`config.mk`:
```
export PLATFORM = sky130hd
export DESIGN_NAME = if_fetch_queue
export DESIGN_NICKNAME = d
export VERILOG_FILES = /design/src/rtl/if_fetch_queue.sv
export SDC_FILE = /design/constraint.sdc
export NUM_CORES = 1
export LEC_CHECK = 0
export ABC_AREA = 1
export BUFFER_PORTS_ARGS = -buffer_cell sky130_fd_sc_hd__buf_2
export CORE_MARGIN = 8
export CORE_UTILIZATION = 35
export CTS_CLUSTER_DIAMETER = 150
export CTS_CLUSTER_SIZE = 10
export DETAILED_ROUTE_END_ITERATION = 7
export PLACE_DENSITY = 0.59
export SYNTH_ARGS = -nofsm -noshare
export SYNTH_HDL_FRONTEND = slang
export SYNTH_SLANG_ARGS = --single-unit
```
`constraint.sdc`:
```
create_clock -name clk -period 3 [get_ports clk]
set_clock_uncertainty 0.2 [all_clocks]
set_input_delay 0.3 -clock clk [delete_from_list [all_inputs] [get_ports clk]]
set_output_delay 0.3 -clock clk [all_outputs]
set_load 0.02 [all_outputs]
```
`src/rtl/if_fetch_queue.sv`:
```
// Instruction fetch stage: PC, 1-cycle synchronous imem request, and a FIFO of
// {instr, pc} entries drained by decode through a valid/ready handshake.
module if_fetch_queue #(
  parameter int ARQ              = 16,
  parameter int MEMORY_ADDR_SIZE = 13,
  parameter int FQ_DEPTH         = 4,
  parameter logic [MEMORY_ADDR_SIZE-1:0] RESET_PC = '0
) (
  input  logic                          clk,
  input  logic                          rst,
  input  logic                          pc_en,
  input  logic                          redirect,
  input  logic [MEMORY_ADDR_SIZE-1:0]   redirect_addr,
  output logic                          imem_req,
  output logic [MEMORY_ADDR_SIZE-1:0]   imem_addr,
  input  logic [ARQ-1:0]                imem_rdata,
  output logic [ARQ-1:0]                instr,
  output logic [MEMORY_ADDR_SIZE-1:0]   instr_pc,
  output logic                          instr_valid,
  input  logic                          instr_ready,
  output logic [$clog2(FQ_DEPTH):0]     fq_count
);
  localparam int CW = $clog2(FQ_DEPTH) + 1;
  localparam int PW = $clog2(FQ_DEPTH);
  localparam logic [CW:0] DEPTH_W = (CW+1)'(FQ_DEPTH);

  logic [MEMORY_ADDR_SIZE-1:0] pc, inflight_pc;
  logic                        inflight;
  logic [FQ_DEPTH-1:0][ARQ-1:0]              fq_instr;
  logic [FQ_DEPTH-1:0][MEMORY_ADDR_SIZE-1:0] fq_pc;
  logic [PW-1:0] wr_ptr, rd_ptr;
  logic [CW:0]   credits_used;
  logic          push, pop;

  // An in-flight request reserves a slot, so the queue can never overflow.
  assign credits_used = {1'b0, fq_count} + {{CW{1'b0}}, inflight};
  assign imem_req     = rst & pc_en & ~redirect & (credits_used < DEPTH_W);
  assign imem_addr    = pc;

  assign instr_valid = (fq_count != '0);
  assign instr       = instr_valid ? fq_instr[rd_ptr] : '0;
  assign instr_pc    = instr_valid ? fq_pc[rd_ptr]    : '0;

  // Redirect kills the response landing this cycle and flushes the queue.
  assign push = inflight & ~redirect;
  assign pop  = instr_valid & instr_ready & ~redirect;

  always_ff @(posedge clk) begin
    if (!rst) begin
      pc          <= RESET_PC;
      inflight    <= 1'b0;
      inflight_pc <= '0;
      wr_ptr      <= '0;
      rd_ptr      <= '0;
      fq_count    <= '0;
    end else if (redirect) begin
      pc       <= redirect_addr;
      inflight <= 1'b0;
      wr_ptr   <= '0;
      rd_ptr   <= '0;
      fq_count <= '0;
    end else begin
      if (imem_req) begin
        pc          <= pc + MEMORY_ADDR_SIZE'(1);
        inflight_pc <= pc;
      end
      inflight <= imem_req;
      if (push) wr_ptr <= wr_ptr + PW'(1);
      if (pop)  rd_ptr <= rd_ptr + PW'(1);
      fq_count <= fq_count + CW'(push) - CW'(pop);
    end
  end

  // Entry storage needs no reset: contents are only exposed while counted valid.
  always_ff @(posedge clk) begin
    if (rst && push) begin
      fq_instr[wr_ptr] <= imem_rdata;
      fq_pc[wr_ptr]    <= inflight_pc;
    end
  end
endmodule

```
==> results.py <==
metrics = {
    "worst_setup_path": {
        "cp-start-kind": "flip-flop",
        "endpoint_kind": "output pin",
        "worstPathArrival_ps": 2060,
        "ff2ff_setup_slack_ps": 460,
        "crit_type": "reg2out",
        "worstPathCellList": "buf_4 > nor2_1 > nor2_1 > o21ai_0 > a21oi_1 > buf_2",
        "slowest_delay_ps": 540,
        "worst-path-max-fanout": 60,
        "path_common_cell": "nor2_1",
        "critPathSlowestCell": "buf_4",
        "crit_family": "buffers and inverters",
        "crit_buf_inv": 2,
        "critPathRequiredTime_ps": 2500,
    },
    "clocking": {
        "clock-root-buffer": "clkbuf_16",
        "path_clk_slew_ps": 60,
        "clockBufferDepth": 2,
        "htreeDepth": 4,
        "worstSkewPairLatency_ps": 410,
        "cts_buffers": 17,
        "cts_tree": "yes",
        "clock_sinks": 150,
    },
    "synth": {
        "ys_ff_latch": 150,
        "seq_area_frac_synth_pct": 66.0,
        "yosys.cell_types.count": 27,
        "synth_edf_count": 116,
        "synth.area.top_cells": "edfxtp_1 55%, dfxtp_1 11%, nor2_1 9.5%, o21ai_0 5.3%, nand2_1 4.8%",
        "synth_top_area_cell": "edfxtp_1",
        "synth_area_um2": 6310,
        "yosysWarningCount": 0,
        "yosysMostFrequentCell": "nor2_1",
        "syn_area_per_cell_um2": 10.1,
        "synth_top_area_share_pct": 55.2,
        "synth_nets": 666,
        "ys_async_sr_fraction_pct": 0,
        "synth_top_flop_cell": "edfxtp_1",
        "synth_common_cells": "160 x nor2_1, 116 x edfxtp_1, 81 x nand2_1, 67 x o21ai_0, 49 x a21oi_1",
        "synth_cells": 623,
    },
    "die": {
        "top_level_ports": 81,
        "start_util_pct": 35.4,
        "num_rows": 49,
        "core_um2": 17800,
        "fp.dieH_um": 150,
        "die_area_um2": 22600,
        "die_w_um": 150,
    },
    "timing": {
        "hold_viol": 0,
        "slew_headroom_pct": 56.2,
        "max_clock_freq_mhz": 391,
        "setup_viol": 0,
        "rsz0062_at_grt": "no",
        "worstMarginPinSlew_ps": 658,
        "slew_viol_final": 0,
        "setup_tns_ps": 0,
        "fin_ws_ps": 440,
        "post-route-period-util_pct": 85.3,
        "min_period_ps": 2560,
    },
    "drt": {
        "drtPass1Iterations": 5,
        "drc": 0,
        "met1Wirelength_um": 6690,
        "drt_iter0_drc": 285,
        "highest_layer": "met4",
        "vias_per_cell": 4.69,
        "num_vias": 4563,
        "dr_wl_met3_um": 1010,
        "routedWlPerCell_um": 14.6,
        "met2_wirelength_um": 6380,
        "wl_um": 14200,
        "drtAntennaViolNets": 0,
    },
    "final_layout": {
        "fillers": 1688,
        "multi_input_area_um2": 1880,
        "final-seq-area_um2": 4170,
        "drive_gt1_share_pct": 18.3,
        "antenna_cells": 0,
        "area_growth_pct": 24.4,
        "instances_no_fill": 972,
        "layout.nets": 773,
    },
    "placement": {
        "post-place-cells": 913,
        "io_buffer_count": 80,
        "gp_congestion": 0.803,
        "place_ws_ps": 649,
        "dp_hpwl_um": 8610,
    },
    "status": {
        "status": "finished, final reports clean",
    },
    "pwr": {
        "power_density_nw_per_um2": 599,
        "leakagePower_nw": 3.00,
        "ir_drop_v": 0.000459,
    },
    "worst_hold_path": {
        "hp-class": "in2reg",
    },
    "global_routing": {
        "antenna_found_initial": 0,
        "grt_max_degree": 61,
        "grtUsageTotal_pct": 13.1,
        "grt_pass1_vias": 4450,
        "grt_pass1_wl_um": 22700,
        "grt_overflow": 0,
    },
    "job": {
        "max-cap-violations": 0,
    },
}
-- layout make-up --
cell class / count / area share [%]
Tap cell: 229 / 3.65
Multi-Input combinational cell: 409 / 23.9
Inverter: 32 / 1.59
Sequential cell: 150 / 53.1
Clock inverter: 15 / 2.55
Timing Repair Buffer: 120 / 9.79
Clock buffer: 17 / 5.42
-- stage by stage --
| stage | area (um2) | hold WS [ps] | total power, mW | util (%) |
|---|---|---|---|---|
| floorplan | 6310 | 199 | 2.43 | - |
| CTS | 7850 | 3.33 | 4.76 | 44.0 |
| global route | 7850 | 25.2 | 4.86 | 44.0 |
| detailed placement | 6950 | 297 | 2.51 | 39.0 |
| finish | 7850 | 35.2 | 4.70 | 44.0 |
| global placement | 6950 | 287 | 2.51 | 39.0 |
-- cells in the final DEF, fill, tap and decap left out, types with 17 or more instances in the layout --
cell type / netlist / routed
dfxtp_1: 34 / 33
dlygate4sd3_1: 0 / 27
a21oi_1: 49 / 49
edfxtp_1: 116 / 116
nor2_1: 160 / 156
inv_1: 29 / 29
buf_2: 10 / 80
nand3_1: 26 / 26
clkbuf_16: 0 / 17
nand2_1: 81 / 81
o21ai_0: 67 / 67
-- worst min-delay path: stages --
cell and delay [ps]:
buf_2 170, o21ai_0 90, nor2_1 40
-- final timing paths --
kind	endpoint	cells after the start	startpoint
worst max-delay path	instr_pc[7]	6	rd_ptr[0]$_SDFFE_PP0P_
worst min-delay path	inflight_pc[0]$_SDFFE_PN0P_	3	rst
worst max register to register	imem_addr[7]$_SDFFE_PN0P_	11	fq_count[1]$_SDFF_PP0_
worst min register to register	fq_pc[48]$_DFFE_PP_	0	inflight_pc[9]$_SDFFE_PN0P_
-- sequential cells by signal, indices dropped and copies added, names as in the netlist --
| name | count |
|---|---|
| fq_instr | 64 |
| wr_ptr | 2 |
| inflight_pc | 13 |
| imem_addr | 13 |
| rd_ptr | 2 |
| fq_pc | 52 |
| fq_count | 3 |
| inflight | 1 |
-- power by group --
part           internal [mW]  switching [mW]  leakage (nW)
logic                 0.0857           0.124          1.43
clock network           1.39           0.817         0.298
registers               2.25          0.0284          1.28
-- cell families after synthesis --
group / synth area share (%)
compound gates: 9.40
xor+xnor: 0.555
fa+ha+maj: 1.90
buf+inv: 4.50
flops: 66.0
mux: 0.178
simple gates: 17.5
-- layer usage --
metal	vias up	track usage, %
met5	-	0
met4	0	4.95
met3	9	4.21
met2	128	20.2
met1	2098	16.9
li1	2328	-
-- timing repair --
| action | in CTS | in global routing |
|---|---|---|
| setup buffers | 0 | 0 |
| endpoints found under the setup margin | 0 | 0 |
| hold endpoints to repair | 72 | 0 |
| hold buffers | 27 | 0 |
| gates resized for setup | 0 | 0 |
(Power assumes the default switching activity.)
